`config.mk`:
```
export PLATFORM = sky130hd
export DESIGN_NAME = sort_frame_loader
export DESIGN_NICKNAME = d
export VERILOG_FILES = /design/src/rtl/sort_frame_loader.sv
export SDC_FILE = /design/constraint.sdc
export NUM_CORES = 1
export LEC_CHECK = 0
export ABC_CLOCK_PERIOD_IN_PS = 6450
export CAP_MARGIN = 10
export CORE_AREA = 5 5 145 147
export CTS_CLUSTER_SIZE = 16
export DETAILED_ROUTE_END_ITERATION = 12
export DIE_AREA = 0 0 150 152
export PLACE_DENSITY = 0.84
export SYNTH_ARGS = -nofsm -noshare
export SYNTH_HDL_FRONTEND = slang
export SYNTH_SLANG_ARGS = --single-unit
```
`constraint.sdc`:
```
create_clock -name clk -period 6.45 [get_ports clk]
set_input_delay 0.645 -clock clk [delete_from_list [all_inputs] [get_ports clk]]
set_output_delay 0.645 -clock clk [all_outputs]
set_load 0.05 [all_outputs]
```
`src/rtl/sort_frame_loader.sv`:
```
// Serial-to-parallel frame loader feeding the descending sorting network.
// Two ping-pong banks let one frame fill while the other waits for the network.
module sort_frame_loader #(
  parameter int NETWORK_WIDTH = 16,
  parameter int INDEX_WIDTH   = 3,
  parameter int NETWORK_SIZE  = 8
) (
  input  logic                                  clk,
  input  logic                                  rst_n,
  input  logic                                  flush,
  input  logic                                  in_valid,
  output logic                                  in_ready,
  input  logic [NETWORK_WIDTH-1:0]              in_data,
  input  logic                                  in_last,
  output logic                                  out_valid,
  input  logic                                  out_ready,
  output logic [NETWORK_SIZE*NETWORK_WIDTH-1:0] out_data,
  output logic [NETWORK_SIZE*INDEX_WIDTH-1:0]   out_index,
  output logic [INDEX_WIDTH:0]                  out_count
);

  logic [NETWORK_WIDTH-1:0] r_mem [2][NETWORK_SIZE];
  logic [INDEX_WIDTH:0]     r_count [2];
  logic [1:0]               r_full;
  logic                     r_wr_bank;
  logic                     r_rd_bank;
  logic [INDEX_WIDTH-1:0]   r_wr_ptr;

  logic w_accept;
  logic w_complete;
  logic w_pop;

  assign in_ready   = !r_full[r_wr_bank] && !flush;
  assign w_accept   = in_valid && in_ready;
  assign w_complete = w_accept &&
                      ((r_wr_ptr == INDEX_WIDTH'(NETWORK_SIZE - 1)) || in_last);
  assign out_valid  = r_full[r_rd_bank];
  assign w_pop      = out_valid && out_ready;
  assign out_count  = r_count[r_rd_bank];

  // Sample storage carries no reset; stale lanes are hidden by the count mask.
  always_ff @(posedge clk) begin
    if (w_accept) begin
      r_mem[r_wr_bank][r_wr_ptr] <= in_data;
    end
  end

  // Accept and pop always address different banks, so both may apply together.
  always_ff @(posedge clk or negedge rst_n) begin
    if (!rst_n) begin
      r_full     <= '0;
      r_count[0] <= '0;
      r_count[1] <= '0;
      r_wr_bank  <= 1'b0;
      r_rd_bank  <= 1'b0;
      r_wr_ptr   <= '0;
    end else if (flush) begin
      r_full     <= '0;
      r_count[0] <= '0;
      r_count[1] <= '0;
      r_wr_bank  <= 1'b0;
      r_rd_bank  <= 1'b0;
      r_wr_ptr   <= '0;
    end else begin
      if (w_complete) begin
        r_full[r_wr_bank]  <= 1'b1;
        r_count[r_wr_bank] <= {1'b0, r_wr_ptr} + (INDEX_WIDTH+1)'(1);
        r_wr_bank          <= !r_wr_bank;
        r_wr_ptr           <= '0;
      end else if (w_accept) begin
        r_wr_ptr <= r_wr_ptr + INDEX_WIDTH'(1);
      end
      if (w_pop) begin
        r_full[r_rd_bank] <= 1'b0;
        r_rd_bank         <= !r_rd_bank;
      end
    end
  end

  // Pad lanes read as zero so they sink to the bottom of a descending sort.
  always_comb begin
    out_data  = '0;
    out_index = '0;
    for (int unsigned i = 0; i < NETWORK_SIZE; i++) begin
      if ((INDEX_WIDTH+1)'(i) < r_count[r_rd_bank]) begin
        out_data[i*NETWORK_WIDTH +: NETWORK_WIDTH] = r_mem[r_rd_bank][i];
      end
      out_index[i*INDEX_WIDTH +: INDEX_WIDTH] = INDEX_WIDTH'(i);
    end
  end

endmodule

```
# Word level (Yosys, flattened, before mapping)

Memories as Yosys holds them, arrays and structs flattened.
Cells that the tools add are included.

Memory bits (writable): 256
Memories kept: 1
Output and inout port bits: 158
Register bits after elaboration: 15

Bitwise logic cells: 6
Reduce and logical (&&, ||, !) cells: 16
Add/subtract/negate cells: 2
Order comparisons: 17
Multiplexer cells: 39
Equality and inequality tests: 1

Memory list:

| name  | words | width | read ports | clocked after Yosys merged registers in | write ports | RTL line | source |
|---|---|---|---|---|---|---|---|
| r_mem | 2     | 128   | 1          | 0                                       | 1           | 22       | `logic [NETWORK_WIDTH-1:0] r_mem [2][NETWORK_SIZE];` |

Operators with widths:

| kind                                                       | number |
|---|---|
| two-way mux 16 bit                                         | 9 |
| two-way mux 128 bit                                        | 1 |
| demux 16 bit (select 3 bit)                                | 1 |
| less-than comparator 3 x 4 -> 1 bit, first input constant  | 4 |
| two-way mux 4 bit                                          | 4 |
| two-way mux 8 bit                                          | 2 |
| two-way mux 1 bit                                          | 11 |
| two-way mux 3 bit                                          | 3 |
| bitwise mux 8 bit                                          | 1 |
| logical AND 1 bit                                          | 8 |
| less-than comparator 1 x 4 -> 1 bit, first input constant  | 2 |
| less-than comparator 2 x 4 -> 1 bit, first input constant  | 2 |
| two-way mux 2 bit                                          | 4 |
| adder 3 x 1 -> 4 bit, second input constant                | 1 |
| demux 4 bit (select 1 bit)                                 | 1 |
| greater-or-equal comparator 2 bit, second input constant   | 2 |
| greater-or-equal comparator 4 bit, second input constant   | 1 |
| logical NOT 1 bit                                          | 4 |
| less-than comparator 1 x 2 -> 1 bit, second input constant | 2 |
| less-than comparator 4 x 1 -> 1 bit, second input constant | 1 |
| NOT 1 -> 2 bit                                             | 2 |
| NOT 3 -> 4 bit                                             | 1 |
| nonzero test 2 bit                                         | 2 |
| adder 3 x 1 -> 3 bit, second input constant                | 1 |
| 9 further kinds                                            | 11 |

# Longest topological paths before layout

Gate-level depths: netlist (run 1).

Word-level depth: 11
Depth in mapped cells: 6
Mapped depth without buffers: 5

# Worst setup path after synthesis (run 1)

No wires, ideal clock.

Kind: input to register
From: input port flush
To: memory r_mem[0][100] in the netlist's numbering (enable)
Stages on the path: 3
Path slack: 3.536 ns
Library setup time: 0.409 ns
Arrival: 2.505 ns
Cell sequence: nand2b_1 > or4b_1 > nor3_1

Longest elaborated chain between the ends: 5

RTL lines:

| what                                      | RTL line | source |
|---|---|---|
| start: declaration                        | 10       | `input logic flush,` |
| logical NOT 1 bit                         | 33       | `assign in_ready = !r_full[r_wr_bank] && !flush;` |
| logical AND 1 bit                         | 33       |  |
| logical AND 1 bit                         | 34       | `assign w_accept = in_valid && in_ready;` |
| two-way mux 1 bit                         | 43       | `if (w_accept) begin` |
| two-way mux 128 bit (implied by the code) | 44       | `r_mem[r_wr_bank][r_wr_ptr] <= in_data;` |
| end: declaration                          | 22       |  |

No other way between the ends.

# Final worst setup path (run 1)

From: register r_rd_bank
To: output port out_data[11]

Longest elaborated chain between the ends: 6
Elaborated cells between the ends (all ways): 7
Those cells by class: order compare (1); mux (4); bitwise (1); memory (1)

RTL lines:

| what                                                  | RTL line | source |
|---|---|---|
| start: declaration                                    | 26       | `logic r_rd_bank;` |
| start signal: assignment                              | 75       | `r_rd_bank <= !r_rd_bank;` |
| NOT 1 -> 2 bit (implied by the code)                  | 85       | `if ((INDEX_WIDTH+1)'(i) < r_count[r_rd_bank]) begin` |
| two-way mux 4 bit (implied by the code) (3 in series) | 85       |  |
| less-than comparator 1 x 4 -> 1 bit                   | 85       |  |
| two-way mux 16 bit *                                  | 85       |  |
| end: declaration                                      | 17       | `output logic [NETWORK_SIZE*NETWORK_WIDTH-1:0] out_data,` |

Mark *: on every way between the ends. The rest lies on a longest branch, timed or not. The select of a mux whose other input is x is not followed.

==> results.yml, run 1 <==
job:
  maxCapViolCount: 0
sta:
  layout_setup_ws_ns: 1.53
  setup-violations-final: 0
  slew_viol_final: 0
  fin_skew_ns: 0.00801
  relSlewSlack: 0.346
  hold_violations: 0
  fmax_ghz: 0.203
  period_needed_ns: 4.92
  fin_crit_sh: 0.763
  rsz0062_at_grt: "no"
  worstMarginPinSlew_ns: 0.980
  fin_setup_tns_ns: 0
pwr:
  p_total_mw: 3.66
  vdd_drop_max_mv: 0.292
  p_per_area_nw_per_um2: 271
  p_leak_nw: 4.31
critical_path:
  cp-start-kind: "flop"
  r2r_start: "r_rd_bank"
  critical_path_peak_fanout: 61
  worstReg2RegEnd: "r_rd_bank"
  crit_type: "flop to output port"
  worst_setup_path_end_kind: "output port"
  worstPathRequired_ns: 5.80
  reg2reg_depth: 4
  regToRegSetupSlack_ns: 3.31
  worstPathArrival_ns: 4.27
cells_and_area:
  fin_cells: 1139
  area_growth_pct: 23.3
  layout-drive-gt1-share: 0.0863
  nFillCells: 1320
  diodes: 0
  layout.nets: 874
global_routing:
  grt_pass1_wl_um: 35800
  grt_max_degree: 62
  grt_antenna_before_repair: 0
  overflow: 0
  grt_pass1_vias: 6012
  grt_use_total: 0.207
logic_synthesis:
  synth_cell_types: 39
  syn_inst: 686
  synth-seq-cells: 271
  yosys-top-cells-area: "edfxtp_1 (70%), mux2i_1 (13%), dfrtp_1 (3.4%), nor2_1 (3.2%), nor3_1 (2.5%)"
  synthTopCellsByCount: "edfxtp_1 (256), mux2i_1 (139), nor2_1 (93)"
  yosysTopAreaCellShare: 0.701
  synth.avg_cell_area_um2: 16.0
  netlist_area_um2: 11000
  synth_warnings: 0
  ys_seq_area_frac: 0.735
  synthArstFlopShare: 0.0554
  synth_edf_count: 256
  synth_top_area_cell: "edfxtp_1"
  yosysMostFrequentCell: "edfxtp_1"
  synth-main-ff-cell: "edfxtp_1"
cts:
  post-cts-setup-buffers: 0
  cts.clk_slew.worst_paths_ns: 0.06
  cts-root-buf: "clkbuf_16"
  cts.sinks: 271
  cts_repair_resize_count: 0
  clock_path_buffers: 3
  clock_latency_ns: 0.52
  cts_tree: "done"
  cts_buffers: 25
  postCtsHoldBufs: 0
  cts_max_level: 1
floorplanning:
  fp.dieArea_um2: 22800
  rows: 52
  initial_core_util: 0.555
  die_h_um: 152
  placeableCoreArea_um2: 19800
  ios: 180
  die-width_um: 150
status:
  outcome: "finished, final reports clean"
placed_design:
  dp_cells: 1093
  post-place-ws_ns: 2.13
  dp_hpwl_um: 14800
  port_buffers: 155
  routabilityCongestion: 0.862
route:
  ant_nets: 0
  vias_per_cell: 5.41
  totalWireLength_um: 23900
  drtIter0Drc: 471
  post_drt_wl_per_cell_um: 21.0
  vias: 6165
  first_pass_iters: 5
  drc: 0
worst_hold_path:
  hp-class: "input pin to asynchronous set/reset pin"
[worst max-delay path by stage]
stage,startpoint,to,slack (ns),cells past startpoint
2_1_floorplan,flush,r_mem[0][100],3.54,3
3_3_place_gp,r_rd_bank,out_data[4],2.16,5
3_5_place_dp,r_rd_bank,out_data[4],2.13,5
4_1_cts,r_rd_bank,out_data[11],1.53,5
5_1_grt,r_rd_bank,out_data[4],1.36,5
6_report,r_rd_bank,out_data[11],1.53,5
[cells in the final DEF (no fill, tap or decap), drive strengths merged, types with 15 or more instances in the layout]
cell	n
nor3	54
buf	20
mux2i	139
conb	24
edfxtp	256
clkbuf	29
nand2b	16
clkdlybuf4s50	155
nor2	93
dfrtp	15
[power breakdown]
part	switching (mW)	internal [mW]
clock network	0.606	0.795
logic	0.218	0.0876
registers	0.0154	1.94
total	0.839	2.82
[routing by layer]
metal  vias to the layer above  routed length [um]  track usage  part of all wire
li1                       2840                   -            -                 -
met1                      3046                9330        0.279              0.39
met2                       252               12300        0.360              0.51
met3                        27                1940       0.0328             0.081
met4                         0                 380       0.0440             0.016
met5                         -                   0            0                 0
[through the flow]
stage / hold WS [ns] / area, um2 / utilization
floorplan: 0.349 / 11100 / -
global placement: 0.572 / 12700 / 0.644
detailed placement: 0.575 / 12700 / 0.644
CTS: 0.551 / 13500 / 0.684
global route: 0.593 / 13500 / 0.684
finish: 0.561 / 13500 / 0.684
[worst max-delay path: stages (launching register included)]
cell and delay [ns]:
dfrtp_4 1.03, buf_4 0.88, buf_4 0.58, mux2i_1 0.17
nor2_1 0.14, clkdlybuf4s50_1 0.84
[cell type report]
type | instances | area (um2) | share of cell area
clock buffer | 29 | 641 | 0.0474
clock inverter | 17 | 144 | 0.0106
inverter | 2 | 7.51 | 0.000555
multi-input combinational | 375 | 2630 | 0.194
sequential | 271 | 8070 | 0.597
tap | 270 | 338 | 0.0250
timing repair buffer | 175 | 1700 | 0.126
[registers in the layout, summed over array words and instances, names as in the netlist]
signal and flops:
r_count 8, r_full 2, r_rd_bank 1, r_mem 256
r_wr_bank 1, r_wr_ptr 3
[logic make-up after synthesis]
logic type      share of synthesized area
flops                               0.735
simple gates                       0.0840
mux                                 0.131
buf+inv                            0.0352
compound gates                     0.0119
fa+ha+maj                         0.00228
other cells                      0.000685
No activity file was read; power rests on OpenSTA's default activity.
==> inputs of run 2 (changes only) <==
==> config.mk (replaced) <==
export PLATFORM = sky130hd
export DESIGN_NAME = sort_frame_loader
export DESIGN_NICKNAME = d
export VERILOG_FILES = /design/src/rtl/sort_frame_loader.sv
export SDC_FILE = /design/constraint.sdc
export NUM_CORES = 1
export LEC_CHECK = 0
export ABC_CLOCK_PERIOD_IN_PS = 5100
export CAP_MARGIN = 10
export CORE_AREA = 5 5 150 152
export CTS_CLUSTER_SIZE = 16
export DETAILED_ROUTE_END_ITERATION = 12
export DIE_AREA = 0 0 155 157
export PLACE_DENSITY = 0.79
export SYNTH_ARGS = -nofsm -noshare
export SYNTH_HDL_FRONTEND = slang
export SYNTH_SLANG_ARGS = --single-unit
==> constraint.sdc (replaced) <==
create_clock -name clk -period 5.1 [get_ports clk]
set_input_delay 0.51 -clock clk [delete_from_list [all_inputs] [get_ports clk]]
set_output_delay 0.51 -clock clk [all_outputs]
set_load 0.05 [all_outputs]
==> results.yml, run 2 (synthesized netlist as in run 1, its figures left out) <==
sta:
  worstMarginPinSlew_ns: 1.08
  fin_crit_sh: 0.787
  rsz0062_at_grt: "no"
  slew_viol_final: 0
  fin_setup_tns_ns: 0
  hold_slack_ns: 0.420
  period_needed_ns: 4.01
  hold_violations: 0
  fmax_ghz: 0.249
  setup-violations-final: 0
  fin_skew_ns: 0.0113
  relSlewSlack: 0.281
cts:
  cts_repair_resize_count: 0
  clock_path_buffers: 3
  cts.sinks: 271
  cts-root-buf: "clkbuf_16"
  postCtsHoldBufs: 0
  cts_max_level: 1
  clock_latency_ns: 0.51
  post-cts-setup-buffers: 0
  cts_buffers: 26
  cts_tree: "done"
  cts.clk_slew.worst_paths_ns: 0.06
critical_path:
  r2r_start: "r_rd_bank"
  worstPathRequired_ns: 4.59
  cpPeakStageDelay_ns: 0.72
  worstPathCellList: "or3_1, nand2_2, buf_4, nor3_1, clkdlybuf4s50_1"
  worstPathArrival_ns: 3.50
  critical_path_peak_fanout: 36
  worst_setup_path_end_kind: "output port"
  reg2reg_depth: 3
  crit_type: "flop to output port"
  worstReg2RegEnd: "r_rd_bank"
  regToRegSetupSlack_ns: 2.99
  slowest_stage: "clkdlybuf4s50_1"
  cp-start-kind: "flop"
cells_and_area:
  layout_common_cells: "edfxtp_1 (256), clkdlybuf4s50_1 (155), mux2i_1 (139)"
  largest_reg_flops: 256
  area_growth_pct: 23.9
  layout-drive-gt1-share: 0.0861
  top_register: "r_mem"
  layout.nets: 875
  largestRegisters: "r_mem (256), r_count (8), r_wr_ptr (3)"
  fin_cells: 1146
  final_common_cell: "edfxtp_1"
  nFillCells: 1481
  diodes: 0
floorplanning:
  fp.dieArea_um2: 24300
  placeableCoreArea_um2: 20900
  initial_core_util: 0.525
  die-width_um: 155
  rows: 53
  die_h_um: 157
  ios: 180
pwr:
  clockPowerShare: 0.398
  internal-power_mw: 3.69
  p_leak_nw: 4.36
  switchingPower_mw: 1.06
  p_total_mw: 4.75
  switching_share: 0.223
  p_comb_frac: 0.083
  vdd_drop_max_mv: 0.324
  p_per_area_nw_per_um2: 349
  seq_power_share: 0.519
placed_design:
  routabilityCongestion: 0.882
  dp_hpwl_um: 15000
  port_buffers: 155
  dp_cells: 1098
job:
  maxCapViolCount: 0
route:
  vias: 6127
  first_pass_iters: 6
  drtIter0Drc: 375
  ant_nets: 0
  drc: 0
  vias_per_cell: 5.35
  totalWireLength_um: 24200
  post_drt_wl_per_cell_um: 21.1
global_routing:
  grt_use_total: 0.195
  grt_pass1_vias: 6168
  grt_antenna_before_repair: 0
  grt_max_degree: 65
  overflow: 0
  grt_pass1_wl_um: 36400
status:
  outcome: "finished, final reports clean"
worst_hold_path:
  hp-class: "input pin to asynchronous set/reset pin"
## run 2: cell types whose count changed in the layout (fill, tap and decap cells not counted), sizes merged
cell	before	now
clkbuf	29	39
clkinv	9	7
clkinvlp	4	0
inv	4	2
## run 2: worst max-delay path by stage
| stage | to | slack [ns] | depth (start not counted) | start |
|---|---|---|---|---|
| after global routing | out_data[93] | 0.91 | 5 | r_rd_bank |
| after global placement | out_data[45] | 1.63 | 5 | r_rd_bank |
| after detailed placement | out_data[45] | 1.61 | 5 | r_rd_bank |
| final | out_data[111] | 1.09 | 5 | r_rd_bank |
| after floorplan | r_mem[0][100] | 2.32 | 3 | flush |
| after CTS | out_data[45] | 1.04 | 5 | r_rd_bank |
## run 2: area by class of cell
cell class,instances,area (um2),share of cell area
Inverter,2,7.51,0.000552
Timing Repair Buffer,175,1700,0.125
Clock buffer,39,761,0.0560
Clock inverter,9,88.8,0.00653
Multi-Input combinational cell,375,2630,0.193
Tap cell,275,344,0.0253
Sequential cell,271,8070,0.593
## run 2: per-stage QoR
step	setup WS, ns	util	cell area [um2]
after floorplan	2.32	-	11100
after global placement	1.63	0.610	12700
after detailed placement	1.61	0.610	12700
after CTS	1.04	0.651	13600
after global routing	0.910	0.651	13600
final	1.09	0.651	13600
## run 2: worst max-delay path, delay by kind of cell, from the launching register on
kind,cells,cell delay (ns)
flip-flops,1,0.59
AND/OR/NAND/NOR,3,1.25
buffers and inverters,2,1.13
## run 2: metal layers
metal	vias to the layer above	track usage	part of all wire
li1	2841	-	-
met1	3026	0.255	0.42
met2	219	0.342	0.50
met3	41	0.0338	0.058
met4	0	0.0534	0.023
met5	-	0	0
## run 2: power groups by stage
stage	Sequential, mW	Combinational [mW]	Clock (mW)
after global routing	2.47	0.416	2.01
after CTS	2.47	0.399	1.92
final	2.47	0.395	1.89
after floorplan	2.51	0.275	0
after global placement	2.51	0.392	0
after detailed placement	2.51	0.397	0
